File: src/rtl/proc_pkg.sv
// Shared processor types used by the load/store unit.
package proc_pkg;

  typedef enum logic [1:0] {
    MEM_NONE  = 2'd0,
    MEM_LOAD  = 2'd1,
    MEM_STORE = 2'd2
  } mem_op_t;

  typedef enum logic [1:0] {
    SZ_BYTE = 2'd0,
    SZ_HALF = 2'd1,
    SZ_WORD = 2'd2
  } mem_size_t;

  typedef enum logic [1:0] {
    IDLE = 2'd0,
    REQ  = 2'd1,
    WAIT = 2'd2
  } lsu_state_t;

  // Halves need an even address; words (and any unknown size) need a word-aligned address.
  function automatic logic is_misaligned(mem_size_t size, logic [1:0] offset);
    logic mis;
    mis = 1'b0;
    if (size == SZ_HALF) begin
      mis = offset[0];
    end else if (size != SZ_BYTE) begin
      mis = (offset != 2'b00);
    end
    return mis;
  endfunction

endpackage

File: src/rtl/lsu_align.sv
// Combinational lane steering: byte enables and replicated store data on the way out,
// shifted and extended load data on the way back.
module lsu_align
  import proc_pkg::*;
(
  input  mem_size_t   size,
  input  logic        is_unsigned,
  input  logic [1:0]  offset,
  input  logic [31:0] store_data,
  input  logic [31:0] rdata,
  output logic [3:0]  be,
  output logic [31:0] wdata,
  output logic [31:0] load_data
);

  logic [31:0] shifted;

  // Bring the addressed byte/half down to bit 0 before extension.
  assign shifted = rdata >> {offset, 3'b000};

  // Per-size enables, store replication and load extension.
  always_comb begin
    be        = 4'b1111;
    wdata     = store_data;
    load_data = shifted;
    case (size)
      SZ_BYTE: begin
        be        = 4'b0001 << offset;
        wdata     = {4{store_data[7:0]}};
        load_data = {{24{~is_unsigned & shifted[7]}}, shifted[7:0]};
      end
      SZ_HALF: begin
        be        = 4'b0011 << {offset[1], 1'b0};
        wdata     = {2{store_data[15:0]}};
        load_data = {{16{~is_unsigned & shifted[15]}}, shifted[15:0]};
      end
      default: begin
        be        = 4'b1111;
        wdata     = store_data;
        load_data = shifted;
      end
    endcase
  end

endmodule

File: src/rtl/lsu_mem_stage.sv
// M-stage load/store unit: one req/gnt/rvalid transaction per memory op, pipeline stall
// until the response, aligned and extended load data handed to W.
module lsu_mem_stage
  import proc_pkg::*;
#(
  parameter int unsigned ADDR_W = 32,
  parameter int unsigned DATA_W = 32
) (
  input  logic              clk_i,
  input  logic              rst_n_i,
  input  logic              m_valid_i,
  input  mem_op_t           m_mem_op_i,
  input  mem_size_t         m_mem_size_i,
  input  logic              m_mem_unsigned_i,
  input  logic [31:0]       m_alu_data_i,
  input  logic [DATA_W-1:0] m_store_data_i,
  input  logic              flush_i,
  output logic              dmem_req_o,
  output logic              dmem_we_o,
  output logic [ADDR_W-1:0] dmem_addr_o,
  output logic [3:0]        dmem_be_o,
  output logic [DATA_W-1:0] dmem_wdata_o,
  input  logic              dmem_gnt_i,
  input  logic              dmem_rvalid_i,
  input  logic [DATA_W-1:0] dmem_rdata_i,
  output logic              stall_o,
  output logic              misalign_o,
  output logic              w_load_valid_o,
  output logic [DATA_W-1:0] w_load_data_o
);

  lsu_state_t  state_q, state_d;
  logic        abort_q, abort_d;

  logic [ADDR_W-1:0] addr_q;
  logic [3:0]        be_q;
  logic [31:0]       wdata_q;
  logic              we_q;
  mem_size_t         size_q;
  logic              unsigned_q;
  logic [1:0]        offset_q;
  logic              misalign_q;
  logic              load_valid_q;
  logic [31:0]       load_data_q;

  logic        mem_op;
  logic        misaligned;
  logic        accept;
  logic        stall;
  logic        load_fire;

  mem_size_t   al_size;
  logic        al_unsigned;
  logic [1:0]  al_offset;
  logic [3:0]  al_be;
  logic [31:0] al_wdata;
  logic [31:0] al_load;

  assign mem_op     = m_valid_i && (m_mem_op_i != MEM_NONE);
  assign misaligned = is_misaligned(m_mem_size_i, m_alu_data_i[1:0]);
  assign accept     = (state_q == IDLE) && mem_op && !misaligned && !flush_i;

  // In IDLE the aligner sees the incoming op (for be/wdata capture); otherwise it sees the
  // captured op so the response is extracted with the right size and offset.
  always_comb begin
    al_size     = size_q;
    al_unsigned = unsigned_q;
    al_offset   = offset_q;
    if (state_q == IDLE) begin
      al_size     = m_mem_size_i;
      al_unsigned = m_mem_unsigned_i;
      al_offset   = m_alu_data_i[1:0];
    end
  end

  lsu_align u_align (
    .size        (al_size),
    .is_unsigned (al_unsigned),
    .offset      (al_offset),
    .store_data  (m_store_data_i),
    .rdata       (dmem_rdata_i),
    .be          (al_be),
    .wdata       (al_wdata),
    .load_data   (al_load)
  );

  // Next state, abort tracking, stall and load-complete strobe.
  always_comb begin
    state_d   = state_q;
    abort_d   = abort_q;
    stall     = 1'b0;
    load_fire = 1'b0;
    unique case (state_q)
      IDLE: begin
        abort_d = 1'b0;
        stall   = accept;
        if (accept) state_d = REQ;
      end
      REQ: begin
        stall = 1'b1;
        if (dmem_gnt_i) state_d = WAIT;
      end
      WAIT: begin
        stall = !dmem_rvalid_i;
        if (dmem_rvalid_i) begin
          state_d   = IDLE;
          load_fire = !we_q && !abort_q && !flush_i;
        end
      end
      default: state_d = IDLE;
    endcase
    // A killed op lets the pipeline run; only a younger mem op has to wait for IDLE.
    if (state_q != IDLE) begin
      if (abort_q || flush_i) stall = abort_q && mem_op && !flush_i;
      abort_d = (abort_q || flush_i) && (state_d != IDLE);
    end
  end

  // FSM state and abort flag.
  always_ff @(posedge clk_i or negedge rst_n_i) begin
    if (!rst_n_i) begin
      state_q <= IDLE;
      abort_q <= 1'b0;
    end else begin
      state_q <= state_d;
      abort_q <= abort_d;
    end
  end

  // Request fields captured on accept and held until the next accept.
  always_ff @(posedge clk_i or negedge rst_n_i) begin
    if (!rst_n_i) begin
      addr_q     <= '0;
      be_q       <= '0;
      wdata_q    <= '0;
      we_q       <= 1'b0;
      size_q     <= SZ_BYTE;
      unsigned_q <= 1'b0;
      offset_q   <= 2'b00;
    end else if (accept) begin
      addr_q     <= {m_alu_data_i[ADDR_W-1:2], 2'b00};
      be_q       <= al_be;
      wdata_q    <= al_wdata;
      we_q       <= (m_mem_op_i == MEM_STORE);
      size_q     <= m_mem_size_i;
      unsigned_q <= m_mem_unsigned_i;
      offset_q   <= m_alu_data_i[1:0];
    end
  end

  // One-cycle status pulses and the load result for W.
  always_ff @(posedge clk_i or negedge rst_n_i) begin
    if (!rst_n_i) begin
      misalign_q   <= 1'b0;
      load_valid_q <= 1'b0;
      load_data_q  <= '0;
    end else begin
      misalign_q   <= (state_q == IDLE) && mem_op && misaligned && !flush_i;
      load_valid_q <= load_fire;
      if (load_fire) load_data_q <= al_load;
    end
  end

  assign dmem_req_o     = (state_q == REQ);
  assign dmem_we_o      = we_q;
  assign dmem_addr_o    = addr_q;
  assign dmem_be_o      = be_q;
  assign dmem_wdata_o   = wdata_q;
  assign stall_o        = stall;
  assign misalign_o     = misalign_q;
  assign w_load_valid_o = load_valid_q;
  assign w_load_data_o  = load_data_q;

endmodule

File: config.mk
export PLATFORM = sky130hd
export DESIGN_NAME = lsu_mem_stage
export DESIGN_NICKNAME = d
export VERILOG_FILES = /design/src/rtl/proc_pkg.sv /design/src/rtl/lsu_align.sv /design/src/rtl/lsu_mem_stage.sv
export SDC_FILE = /design/constraint.sdc
export NUM_CORES = 1
export LEC_CHECK = 0
export BUFFER_PORTS_ARGS = -buffer_cell sky130_fd_sc_hd__buf_2
export CAP_MARGIN = 30
export CORE_AREA = 10 10 140 142
export CTS_CLUSTER_SIZE = 28
export DETAILED_ROUTE_END_ITERATION = 8
export DIE_AREA = 0 0 150 152
export RECOVER_POWER = 25
export SYNTH_ARGS = -nofsm -noshare
export SYNTH_HDL_FRONTEND = slang
export SYNTH_SLANG_ARGS = --single-unit
File: constraint.sdc
create_clock -name clk_i -period 3.2 [get_ports clk_i]
set_clock_uncertainty 0.1 [all_clocks]
set_input_delay 0.8 -clock clk_i [delete_from_list [all_inputs] [get_ports clk_i]]
set_output_delay 0.8 -clock clk_i [all_outputs]
set_load 0.03 [all_outputs]
==> flow_summary.ini <==
[clock_tree]
clockBufferDepth = 2
cts_sinks = 109
postCtsSetupRepairBufs = 0
cts_made_buffers = 9
cts-root-buf = clkbuf_16
cts_tree = built
insertion_delay_ns = 0.35
cts_resized = 0
hold_buffers = 0
path_clk_slew_ns = 0.08
cts_max_level = 3

[layout]
area_growth_pct = 32.20
drive_above_1_share_pct = 32.09
final_util_pct = 38.73
nets = 878
n_fill_cell = 1818

[worst_setup_path]
rr_endpoint = w_load_data_o[24]$_DFFE_PN0P_
start_kind = primary input
crit_path_max_fanout = 4
required_ns = 2.30
endpoint_kind = output pin
r2r_setup_slack_ns = 0.83
arrival_ns = 1.82
critPathKind = in -> out
reg2reg_from = state_q[1]$_DFF_PN0_
r2r_cells = 6

[floorplan]
dieArea_um2 = 22800
coreArea_um2 = 16940
ios = 212
die_y_um = 152
start_util_pct = 29.30
die_x_um = 150
rows = 48

[power_and_ir_drop]
power-per-cell-area_nw_per_um2 = 866.6
p_seq_share_pct = 37.6
p_int_w = 0.003144
p_clk_share_pct = 19.5
vdd_drop_max_uv = 471.3
p_sw_share_pct = 44.70
leakagePower_nw = 3.600
finalPower_w = 0.005685
comb_power_share_pct = 43.0
switchingPower_w = 0.002541

[timing]
timing.fmax_ghz = 0.3671
fin_tns_setup_ns = 0
max-slew-margin-rel_pct = -3.453
rsz0062_at_grt = no
slew_violations = 110
setup_violations = 0
tightest_slew_ns = 1.552
finalHoldViolations = 0
hold_ws_ns = 0.3715
min_period_ns = 2.724
period_share_pct = 85.14

[logic_synthesis]
synth.area.top_cells = dfrtp_1, nand2_1, o21ai_0
synth-seq-area-share_pct = 54.97
ys_warn_count = 0
syn_avg_cell_area_um2 = 8.721
synth_top_cell_area_share_pct = 54.97
syn_area_um2 = 4962
async_reset_ff_share_pct = 100.0
synthDistinctLibCells = 44
synth.most_common_cell = nand2_1
yosysTopAreaCell = dfrtp_1
synth_edf_count = 0
synthTopCellsByCount = nand2_1, dfrtp_1, o21ai_0
ys.flop_type = dfrtp_1
ys_ff_latch = 109
syn_inst = 569

[route]
maxUsedRoutingLayer = met5
drtPass1Iterations = 5
routedWlPerCell_um = 17.36
post-route-drc-count = 0
route.vias.total = 4733
ant_nets = 0
wl_met1_um = 7371
drt_iter0_drc = 217
wirelength_um = 17390
viasPerCell = 4.724
routed-wl-met2_um = 7779
dr_wl_met3_um = 1985

[global_routing]
grt.total_usage_pct = 15.01
grt_max_degree = 110
grt-ovfl-total = 0
grt_pass1_vias = 4884
antenna_found_initial = 3
grt_pass1_wl_um = 27170

[hold_path]
hp-start = dmem_addr_o[16]$_DFFE_PN0P_
worstHoldEndpoint = dmem_addr_o[16]$_DFFE_PN0P_
worstHoldPathCells = 2
holdCritPathClass = reg -> reg

[place]
io_buffers = 209
gp_congestion = 0.8510
dpl.hpwl_um = 12990

[status]
violations = max-capacitance violations, max-slew violations
outcome = complete, but fails checks

[flow_run]
drv_cap = 1
-- flip-flops by register name, summed over array words and instances (netlist names) --
register and count:
state_q 2, misalign_o 1, dmem_be_o 4, offset_q 2
dmem_wdata_o 32, size_q 2, w_load_valid_o 1, unsigned_q 1
dmem_we_o 1, abort_q 1, dmem_addr_o 30, w_load_data_o 32
-- stage by stage --
stage	setup slack [ns]	area [µm²]	instances
after floorplan	0.3170	4966	570
after global placement	0.4933	6274	985
after detailed placement	0.4239	6274	985
after CTS	0.4576	6570	1001
after global routing	0.3076	6558	1001
final	0.4756	6560	1002
-- power by group through the flow --
stage	clock network (W)	registers, W	logic (W)
final	0.00111	0.00214	0.00244
after global routing	0.00121	0.00220	0.00267
after CTS	0.00115	0.00214	0.00250
after detailed placement	0	0.00215	0.00250
after global placement	0	0.00215	0.00247
after floorplan	0	0.00305	0.000698
-- cells by family after synthesis --
logic type             count (synthesis)  synth area share (%)
DFF                                  109                 54.97
AOI/OAI and AO/OA                    114                 14.68
other                                  1               0.07557
buffers and inverters                 39                 3.656
and+or+nand+nor                      294                 24.21
muxes                                 12                 2.421
-- placed cells by master (no fill, tap or decap), drive strengths merged, types with 3 or more instances in the layout --
cell type and n:
nor2 31, dfrtp 109, and3 8, a22oi 8
mux2i 12, a221o 7, o21ai 36, nand3 9
clkinv 3, o22ai 5, inv 5, nand2 228
a211o 9, nor3b 4, clkbuf 12, a21oi 24
a31oi 18, buf 223
-- critical path, stage by stage --
cell,delay [ns]
buf_2,0.10
o211ai_1,0.41
nor3_2,0.10
o22ai_1,0.12
o21ai_0,0.09
buf_2,0.20
-- how the worst max path moves through the flow --
stage / startpoint / end / slack (ns) / cells after the start
after detailed placement: m_alu_data_i[0] / w_load_data_o[24]$_DFFE_PN0P_ / 0.42 / 7
after global placement: m_alu_data_i[0] / w_load_data_o[25]$_DFFE_PN0P_ / 0.49 / 7
final: m_mem_op_i[1] / stall_o / 0.48 / 6
after CTS: state_q[1]$_DFF_PN0_ / stall_o / 0.46 / 5
after floorplan: m_alu_data_i[0] / stall_o / 0.32 / 6
after global routing: state_q[0]$_DFF_PN0_ / stall_o / 0.31 / 5
-- routing by layer --
layer	global-route usage, %	vias to the layer above
li1	-	2308
met1	18.77	2210
met2	22.62	195
met3	6.593	18
met4	4.954	2
met5	0	-
-- final cells by class --
cell class                      instances  area [µm²]  share of cell area [%]
Sequential cell                       109        2728                   41.58
Multi-Input combinational cell        422        2068                   31.53
Timing Repair Buffer                  225        1169                   17.81
Tap cell                              225       281.5                   4.291
Clock buffer                           10       239.0                   3.643
Clock inverter                          6       57.56                  0.8774
Inverter                                4       15.01                  0.2289
Antenna cell                            1       2.502                 0.03815
Note: power is estimated with default switching activity, not from simulation.
